File: src/rtl/uart_pkg.sv
// uart_pkg -- shared definitions for the UART transmit path.
//   state_t     : transmitter FSM states (PARITY only when UART_TX_PARITY_EN is defined)
//   OVERSAMPLE  : clocks per bit period (16x oversampled clock)
//   OS_CNT_W    : width of the oversample counter
//   odd_parity  : parity bit that makes the total count of ones (data + parity) odd
// Configuration macro: UART_TX_PARITY_EN
package uart_pkg;

   localparam int OVERSAMPLE = 16;
   localparam int OS_CNT_W   = $clog2(OVERSAMPLE);

   typedef enum logic [2:0] {
      IDLE,
      START,
      DATA,
`ifdef UART_TX_PARITY_EN
      PARITY,
`endif
      STOP
   } state_t;

   // Zero-extension to 32 bits does not change the XOR reduction, so any
   // word up to 32 bits can be passed in.
   function automatic logic odd_parity(input logic [31:0] word);
      return ~^word;
   endfunction

endpackage

File: src/rtl/uart_tx_baud.sv
// uart_tx_baud -- oversample counter for the UART transmitter.
//   tx_clk   : 16x baud clock
//   tx_reset : asynchronous, active-low reset
//   clr      : synchronous clear, counter returns to 0 on the next edge
//   bit_end  : high on the last clock of a bit period (counter == 15)
module uart_tx_baud
   import uart_pkg::*;
(
   input  logic tx_clk,
   input  logic tx_reset,
   input  logic clr,
   output logic bit_end
);

   logic [OS_CNT_W-1:0] cnt_reg;

   always_ff @(posedge tx_clk or negedge tx_reset) begin
      if (!tx_reset) begin
         cnt_reg <= '0;
      end else if (clr) begin
         cnt_reg <= '0;
      end else begin
         cnt_reg <= cnt_reg + 1'b1;   // wraps 15 -> 0
      end
   end

   assign bit_end = (cnt_reg == OS_CNT_W'(OVERSAMPLE - 1));

endmodule

File: src/rtl/uart_tx.sv
// uart_tx -- serial UART transmitter with a one-word holding buffer.
// Frame: start (0), WIDTH data bits LSB first, [odd parity], stop (1);
// each bit lasts 16 clocks of the oversampled clock.
//   tx_clk   : 16x baud clock, rising edge
//   tx_reset : asynchronous, active-low reset
//   tx_valid : data_in holds a word to send
//   data_in  : word to transmit
//   tx_ready : holding buffer empty; word accepted on tx_valid && tx_ready
//   tx       : registered serial output, idle high
//   busy     : a frame is being shifted out
//   done     : one-cycle pulse on the cycle after the stop bit's last clock
// Configuration macro: UART_TX_PARITY_EN (defined -> parity bit in frame)
module uart_tx
   import uart_pkg::*;
#(
   parameter int WIDTH = 8
)
(
   input  logic             tx_clk,
   input  logic             tx_reset,
   input  logic             tx_valid,
   input  logic [WIDTH-1:0] data_in,
   output logic             tx_ready,
   output logic             tx,
   output logic             busy,
   output logic             done
);

   localparam int BIT_CNT_W = (WIDTH > 1) ? $clog2(WIDTH) : 1;
   localparam logic [BIT_CNT_W-1:0] LAST_BIT = BIT_CNT_W'(WIDTH - 1);

   state_t               state_reg,   state_next;
   logic [WIDTH-1:0]     buf_reg,     buf_next;
   logic                 full_reg,    full_next;
   logic [WIDTH-1:0]     shift_reg,   shift_next;
   logic [BIT_CNT_W-1:0] bit_cnt_reg, bit_cnt_next;
   logic                 tx_reg,      tx_next;
   logic                 done_reg,    done_next;
`ifdef UART_TX_PARITY_EN
   logic                 parity_reg,  parity_next;
`endif

   logic accept;
   logic load;
   logic bit_end;

   // Acceptance needs an empty buffer and a load needs a full one, so the
   // two can never happen on the same edge.
   assign accept = tx_valid && !full_reg;
   // The shifter takes the buffered word from IDLE, or straight at the end
   // of a stop bit so consecutive frames run without an idle gap.
   assign load   = full_reg && ((state_reg == IDLE) || ((state_reg == STOP) && bit_end));

   uart_tx_baud u_baud (
      .tx_clk   (tx_clk),
      .tx_reset (tx_reset),
      .clr      ((state_reg == IDLE) || load),
      .bit_end  (bit_end)
   );

   always_ff @(posedge tx_clk or negedge tx_reset) begin
      if (!tx_reset) begin
         state_reg   <= IDLE;
         buf_reg     <= '0;
         full_reg    <= 1'b0;
         shift_reg   <= '0;
         bit_cnt_reg <= '0;
         tx_reg      <= 1'b1;
         done_reg    <= 1'b0;
`ifdef UART_TX_PARITY_EN
         parity_reg  <= 1'b0;
`endif
      end else begin
         state_reg   <= state_next;
         buf_reg     <= buf_next;
         full_reg    <= full_next;
         shift_reg   <= shift_next;
         bit_cnt_reg <= bit_cnt_next;
         tx_reg      <= tx_next;
         done_reg    <= done_next;
`ifdef UART_TX_PARITY_EN
         parity_reg  <= parity_next;
`endif
      end
   end

   always_comb begin
      state_next   = state_reg;
      buf_next     = buf_reg;
      full_next    = full_reg;
      shift_next   = shift_reg;
      bit_cnt_next = bit_cnt_reg;
      done_next    = 1'b0;
      tx_next      = 1'b1;
`ifdef UART_TX_PARITY_EN
      parity_next  = parity_reg;
`endif

      if (accept) begin
         buf_next  = data_in;
         full_next = 1'b1;
      end

      case (state_reg)
         IDLE: begin
            if (full_reg) state_next = START;
         end
         START: begin
            if (bit_end) begin
               state_next   = DATA;
               bit_cnt_next = '0;
            end
         end
         DATA: begin
            if (bit_end) begin
               if (bit_cnt_reg == LAST_BIT) begin
`ifdef UART_TX_PARITY_EN
                  state_next = PARITY;
`else
                  state_next = STOP;
`endif
               end else begin
                  bit_cnt_next = bit_cnt_reg + 1'b1;
                  shift_next   = shift_reg >> 1;
               end
            end
         end
`ifdef UART_TX_PARITY_EN
         PARITY: begin
            if (bit_end) state_next = STOP;
         end
`endif
         STOP: begin
            if (bit_end) begin
               done_next  = 1'b1;
               state_next = full_reg ? START : IDLE;
            end
         end
         default: state_next = IDLE;
      endcase

      if (load) begin
         shift_next = buf_reg;
         full_next  = 1'b0;
`ifdef UART_TX_PARITY_EN
         parity_next = odd_parity(32'(buf_reg));
`endif
      end

      // tx is registered, so it is driven from the state being entered.
      case (state_next)
         START:   tx_next = 1'b0;
         DATA:    tx_next = shift_next[0];
`ifdef UART_TX_PARITY_EN
         PARITY:  tx_next = parity_reg;
`endif
         default: tx_next = 1'b1;
      endcase
   end

   assign tx_ready = ~full_reg;
   assign tx       = tx_reg;
   assign busy     = (state_reg != IDLE);
   assign done     = done_reg;

endmodule
File: config.mk
export PLATFORM = sky130hd
export DESIGN_NAME = uart_tx
export DESIGN_NICKNAME = d
export VERILOG_FILES = /design/src/rtl/uart_pkg.sv /design/src/rtl/uart_tx_baud.sv /design/src/rtl/uart_tx.sv
export SDC_FILE = /design/constraint.sdc
export NUM_CORES = 1
export LEC_CHECK = 0
export ABC_AREA = 1
export CAP_MARGIN = 40
export CORE_MARGIN = 3
export CORE_UTILIZATION = 40
export CTS_CLUSTER_SIZE = 10
export DETAILED_ROUTE_END_ITERATION = 10
export SYNTH_ARGS = -nofsm -noshare
export SYNTH_HDL_FRONTEND = slang
export SYNTH_SLANG_ARGS = --single-unit
File: constraint.sdc
create_clock -name tx_clk -period 1.3 [get_ports tx_clk]
set_input_delay 0.26 -clock tx_clk [delete_from_list [all_inputs] [get_ports tx_clk]]
set_output_delay 0.26 -clock tx_clk [all_outputs]
set_load 0.01 [all_outputs]
# Word level (Yosys, flattened, before mapping)
# Cells that the tools add are included.
# classes
bitwise,1
n_eq_ne,11
n_reduce_logical,14
n_mux,21
addsub,2
# op_table
op,count
$mux W8,4
$mux W3,8
$pmux W3 S4,1
$eq A3 B2 Y1 const B,3
$ne A2 B2 Y1 const B,4
$reduce_bool A2 Y1,4
$eq A3 B1 Y1 const B,2
$pmux W3 S2,1
$mux W1,5
$add A4 B1 Y4 const B,1
$eq A4 B4 Y1 const B,1
$mux W4,1
$reduce_and A4 Y1,1
$add A3 B1 Y3 const B,1
$eq A3 B3 Y1 const B,1
$logic_and A1 B1 Y1,3
$logic_not A3 Y1,1
$reduce_and A3 Y1,1
$reduce_bool A3 Y1,1
$logic_or A1 B1 Y1,2
$pmux W1 S2,1
$logic_not A1 Y1,1
$not A1 Y1,1
# totals
out_inout_bits,4
in_bits,11
register_bits,29
elab_cells,58

# Longest topological paths before layout
# depth
ltp_word,6
mapped_depth,10
ltp_nobuf,10

# Hierarchy
# Synthesis repeated with hierarchy kept, for this count alone.
# unflattened
cells_unflattened,150
area_unflattened_um2,1368.8
# modules_own_cells
mod,seq_area_each_um2,instances,area_per_inst_um2,cells_per_inst
uart_tx,626.9,1,1193.6,130
uart_tx_baud,100.1,1,175.2,20

# Worst setup path after synthesis
# OpenSTA, ideal clock, no wires.
# synth_path
kind,flip-flop to flip-flop
startpoint,register bit_cnt_reg[0]
endpoint,"register tx_reg, in the netlist tx"
n_path_buf,0
stages_incl_launch_ff,10
setup_time_ps,60
setup_slack_ps,-47
t_arrival_ps,1287
period_less_slack_ps,1347
required_ps,1240
cell_sequence,dfrtp_1 > ha_1 > ha_1 > nor2_2 > nand2_2 > nand2_1 > nand3_1 > nand2_2 > nand2_1 > nand2_1
# synth_between
elab_chain_cells,6
word_cells_on_any_way,11
classes_between,eq/ne (3); mux (8)
# synth_lines
item,line,source
start: declaration,uart_tx.sv:36,"logic [BIT_CNT_W-1:0] bit_cnt_reg, bit_cnt_next;"
start signal: assignment,uart_tx.sv:78,bit_cnt_reg <= bit_cnt_next;
$eq A3 B3 Y1,uart_tx.sv:116,if (bit_cnt_reg == LAST_BIT) begin
$mux W8,uart_tx.sv:116,
$mux W8,uart_tx.sv:115,if (bit_end) begin
$mux W8,uart_tx.sv:104,case (state_reg)
$mux W8,uart_tx.sv:142,if (load) begin
net shift_next[0],uart_tx.sv:35,"logic [WIDTH-1:0] shift_reg, shift_next;"
$pmux W1 S2,uart_tx.sv:151,case (state_next)
net tx_next,uart_tx.sv:37,"logic tx_reg, tx_next;"
end signal: assignment,uart_tx.sv:79,tx_reg <= tx_next;
end: declaration,uart_tx.sv:37,
# The timed path passes the listed nets, and every way through them passes these cells. The select of a mux whose other input is x is not followed.
# A chain may end at the register's enable or synchronous reset.

# Worst setup path in the final report
# layout_path
startpoint,register u_baud.cnt_reg[0]
endpoint,register shift_reg[6]
# layout_between
elab_chain_cells,6
word_cells_on_any_way,9
classes_between,eq/ne (2); mux (1); reduce/logical (6)
# layout_lines
item,line,source
start: declaration,uart_tx_baud.sv:15,logic [OS_CNT_W-1:0] cnt_reg;
start signal: assignment,uart_tx_baud.sv:23,cnt_reg <= cnt_reg + 1'b1;
$eq A4 B4 Y1 *,uart_tx_baud.sv:27,assign bit_end = (cnt_reg == OS_CNT_W'(OVERSAMPLE - 1));
$logic_and A1 B1 Y1,uart_tx.sv:52,assign load = full_reg && ((state_reg == IDLE) || ((state_reg == STOP) && bit_end));
$logic_or A1 B1 Y1,uart_tx.sv:52,
$logic_and A1 B1 Y1,uart_tx.sv:52,
$ne A2 B2 Y1 (no source line) / $reduce_bool A2 Y1 (equally long branches),--,
$reduce_and A3 Y1 (no source line),--,
end signal: assignment,uart_tx.sv:77,shift_reg <= shift_next;
end: declaration,uart_tx.sv:35,
# Every way passes the cells marked *; elsewhere a longest branch is shown, timed or not.

==> flow_summary_export.csv <==
group,metric,value,unit
critical_path,slowest_delay,0.41,ns
clock_tree,cts_inserted_buffers,5,
clock_tree,clkLatencyLatePin,0.32,ns
synth,synth-seq-cells,29,
floorplan,num_rows,20,
floorplan,die_area,4070,µm²
critical_path,arrival,1.68,ns
synth,synthTopCellsByArea,"dfrtp_1, nand2_1, mux2_2",
placement,io_buffer_count,14,
cells_and_area,layout_commonest_cell,"dfrtp_1",
critical_path,end_kind,"register",
floorplan,die_h,63.80,µm
critical_path,reg2reg_depth,8,
cells_and_area,areaGrowthSynthToFinish,50.37,%
clock_tree,cts_buffer_depth,2,
drt,dr_total_vias,1090,
drt,wl_per_cell,11.64,µm
placement,dp_hpwl,1.979,mm
floorplan,initial_utilization,42.72,%
power_and_ir_drop,finalPower,3.436,mW
critical_path,crit_buf_inv,1,
drt,drt_first_pass_iters,4,
power_and_ir_drop,intPower,2.312,mW
floorplan,core,3128,µm²
timing,fin_crit_sh,109.9,%
timing,rsz0062_at_grt,"yes",
critical_path,r2r-start,"u_baud.cnt_reg[0]",
global_routing,grt_start_max_net_pins,19,
drt,drt-initial-drc-count,32,
power_and_ir_drop,clkPwrFrac,22.5,%
critical_path,critPathSlowestCell,"dfrtp_1",
critical_path,worstSetupPathType,"reg -> reg",
cells_and_area,design_area,2009,µm²
synth,syn_inst,144,
placement,dpl_cell_area,1719,µm²
power_and_ir_drop,comb_power_share,36.3,%
clock_tree,clk_pin_slew,0.09,ns
synth,synth_top_area_share,52.43,%
timing,setup_viol,18,
timing,setup_ws,-0.1290,ns
drt,ant_nets,0,
critical_path,cpLargestDelayFamily,"flip-flops",
global_routing,grt_use_total,16.29,%
placement,gp_congestion,0.8395,
cells_and_area,final_cell_mix,"dfrtp_1, buf_4, nand2_1, inv_1",
power_and_ir_drop,power_density,1710,nW/µm²
critical_path,cp.required,1.55,ns
job,drv_cap,0,
synth,avgSynthCellArea,9.280,µm²
global_routing,grt_first_pass_wirelength,5.106,mm
critical_path,r2r_slack,-0.13,ns
synth,ys_seq_area_share,54.40,%
power_and_ir_drop,switching_share,32.73,%
drt,wl,2.782,mm
critical_path,crit_chain,"ha_4, nand2_2, nor2_4, nand2_4, o21ai_4, buf_12, a21oi_2, o21ai_1",
timing,fmax,0.6998,GHz
run_status,status,"finished, violations left",
run_status,violations,"negative setup slack",
hold_path,hold_path_class,"in -> async",
critical_path,rr_endpoint,"shift_reg[6]",
clock_tree,htreeDepth,2,
cells_and_area,drive_gt1_share,43.59,%
power_and_ir_drop,leakagePower,0.9495,nW
critical_path,cp_max_fo,6,
drt,via_per_inst,4.561,
synth,ys_warn_count,0,
synth,synthesis.area,1336,µm²
drt,drc_errors,0,
power_and_ir_drop,power_frac_seq,41.2,%
clock_tree,cts.sinks,29,
clock_tree,hold_buffers,0,
power_and_ir_drop,vdd_ir_drop_max,0.9537,mV
cells_and_area,nets,208,
clock_tree,clock-root-buffer,"clkbuf_4",
timing,slew_viol_final,0,
global_routing,antenna_found_initial,0,
global_routing,grt-ovfl-total,0,
synth,synth_area_leader_cell,"dfrtp_1",
timing,min_period,1.429,ns
floorplan,die_w,63.80,µm
timing,skew,0.007909,ns
cells_and_area,insertedDiodeCount,0,
floorplan,pin_count,15,
power_and_ir_drop,p_switching,1.125,mW
clock_tree,cts_tree,"done",
synth,synth_cell_types,21,
global_routing,grt_pass1_vias,1192,
critical_path,worstSetupStartpointType,"register",
synth,syn_nets,158,
timing,hold_violations,0,
[power groups by stage]
stage / logic [mW] / clock network, mW / registers (mW)
2_1_floorplan: 0.605 / 0 / 1.39
3_3_place_gp: 1.07 / 0 / 1.39
3_5_place_dp: 1.11 / 0 / 1.40
4_1_cts: 1.18 / 0.797 / 1.40
5_1_grt: 1.40 / 0.847 / 1.46
6_report: 1.25 / 0.772 / 1.42
[through the flow]
| stage | setup slack (ns) | util (%) | TNS, ns | hold WS [ns] | std cells |
|---|---|---|---|---|---|
| final | -0.1290 | 64.24 | -1.240 | 0.2584 | 239 |
| after global routing | -0.2028 | 64.24 | -2.646 | 0.2700 | 239 |
| after CTS | -0.1273 | 61.56 | -1.004 | 0.2486 | 236 |
| after detailed placement | -0.1674 | 54.96 | -2.874 | 0.4852 | 224 |
| after global placement | -0.1422 | 54.96 | -2.201 | 0.4666 | 224 |
| after floorplan | -0.0004848 | - | -0.0004848 | -0.03559 | 144 |
[synth_stat cells, drive strengths merged]
master and number:
nand2 34, dfrtp 28, nor2 20, inv 19, nand3 10, o21ai 10
a21oi 7, mux2 7, ha 3, conb 1, dfstp 1, nand4 1
nor3b 1, o22ai 1, xor2 1
[worst max path at each step]
stage	start	end	slack, ns	cells past startpoint
global placement	tx_valid	buf_reg[4]	-0.14	3
detailed placement	tx_valid	buf_reg[1]	-0.17	3
finish	u_baud.cnt_reg[0]	shift_reg[6]	-0.13	8
CTS	u_baud.cnt_reg[0]	shift_reg[6]	-0.13	8
global route	bit_cnt_reg[1]	shift_reg[4]	-0.20	8
floorplan	bit_cnt_reg[0]	tx	-0.0005	9
[area by class of cell]
type	count	area, µm²
clock buffers	7	55.05
clock inverters	1	30.03
fillers	255	1119
inverters	19	71.32
multi-input cells	97	716.9
flip-flops and latches	29	726.9
well taps	44	55.05
repair buffers	42	354.1
[kinds of logic after synthesis]
group / after synthesis / share of synthesized area (%)
AO/OA/AOI/OAI: 18 / 7.678
XOR/XNOR: 1 / 0.6556
AND/OR/NAND/NOR: 66 / 22.94
multiplexers: 7 / 5.899
adder cells (fa/ha/maj): 3 / 2.809
buffers and inverters: 19 / 5.336
flip-flops: 29 / 54.40
other: 1 / 0.2806
[worst reg2reg max path, delay by kind of cell, from the launching register on]
kind | cells | cell delay, ns
compound gates | 3 | 0.29
simple gates | 3 | 0.34
flops | 1 | 0.41
fa+ha+maj | 1 | 0.17
buf+inv | 1 | 0.14
[layer usage]
metal | share of wire (%) | vias up | wire length [µm] | global-route usage [%]
met4 | 3.3 | 0 | 91 | 11.05
met5 | 0 | - | 0 | 0
met2 | 48 | 17 | 1341 | 26.06
met3 | 2.9 | 9 | 81 | 3.691
met1 | 46 | 507 | 1267 | 19.37
li1 | - | 557 | - | -
[what timing repair did]
| item | in CTS | in global routing |
|---|---|---|
| cloned | 1 | 0 |
| pin swaps | 6 | 8 |
| gates resized for setup | 46 | 12 |
| buffers inserted | 3 | 3 |
| hold endpoints to repair | 0 | 0 |
| endpoints found under the setup margin | 21 | 23 |
(Power assumes the default switching activity.)
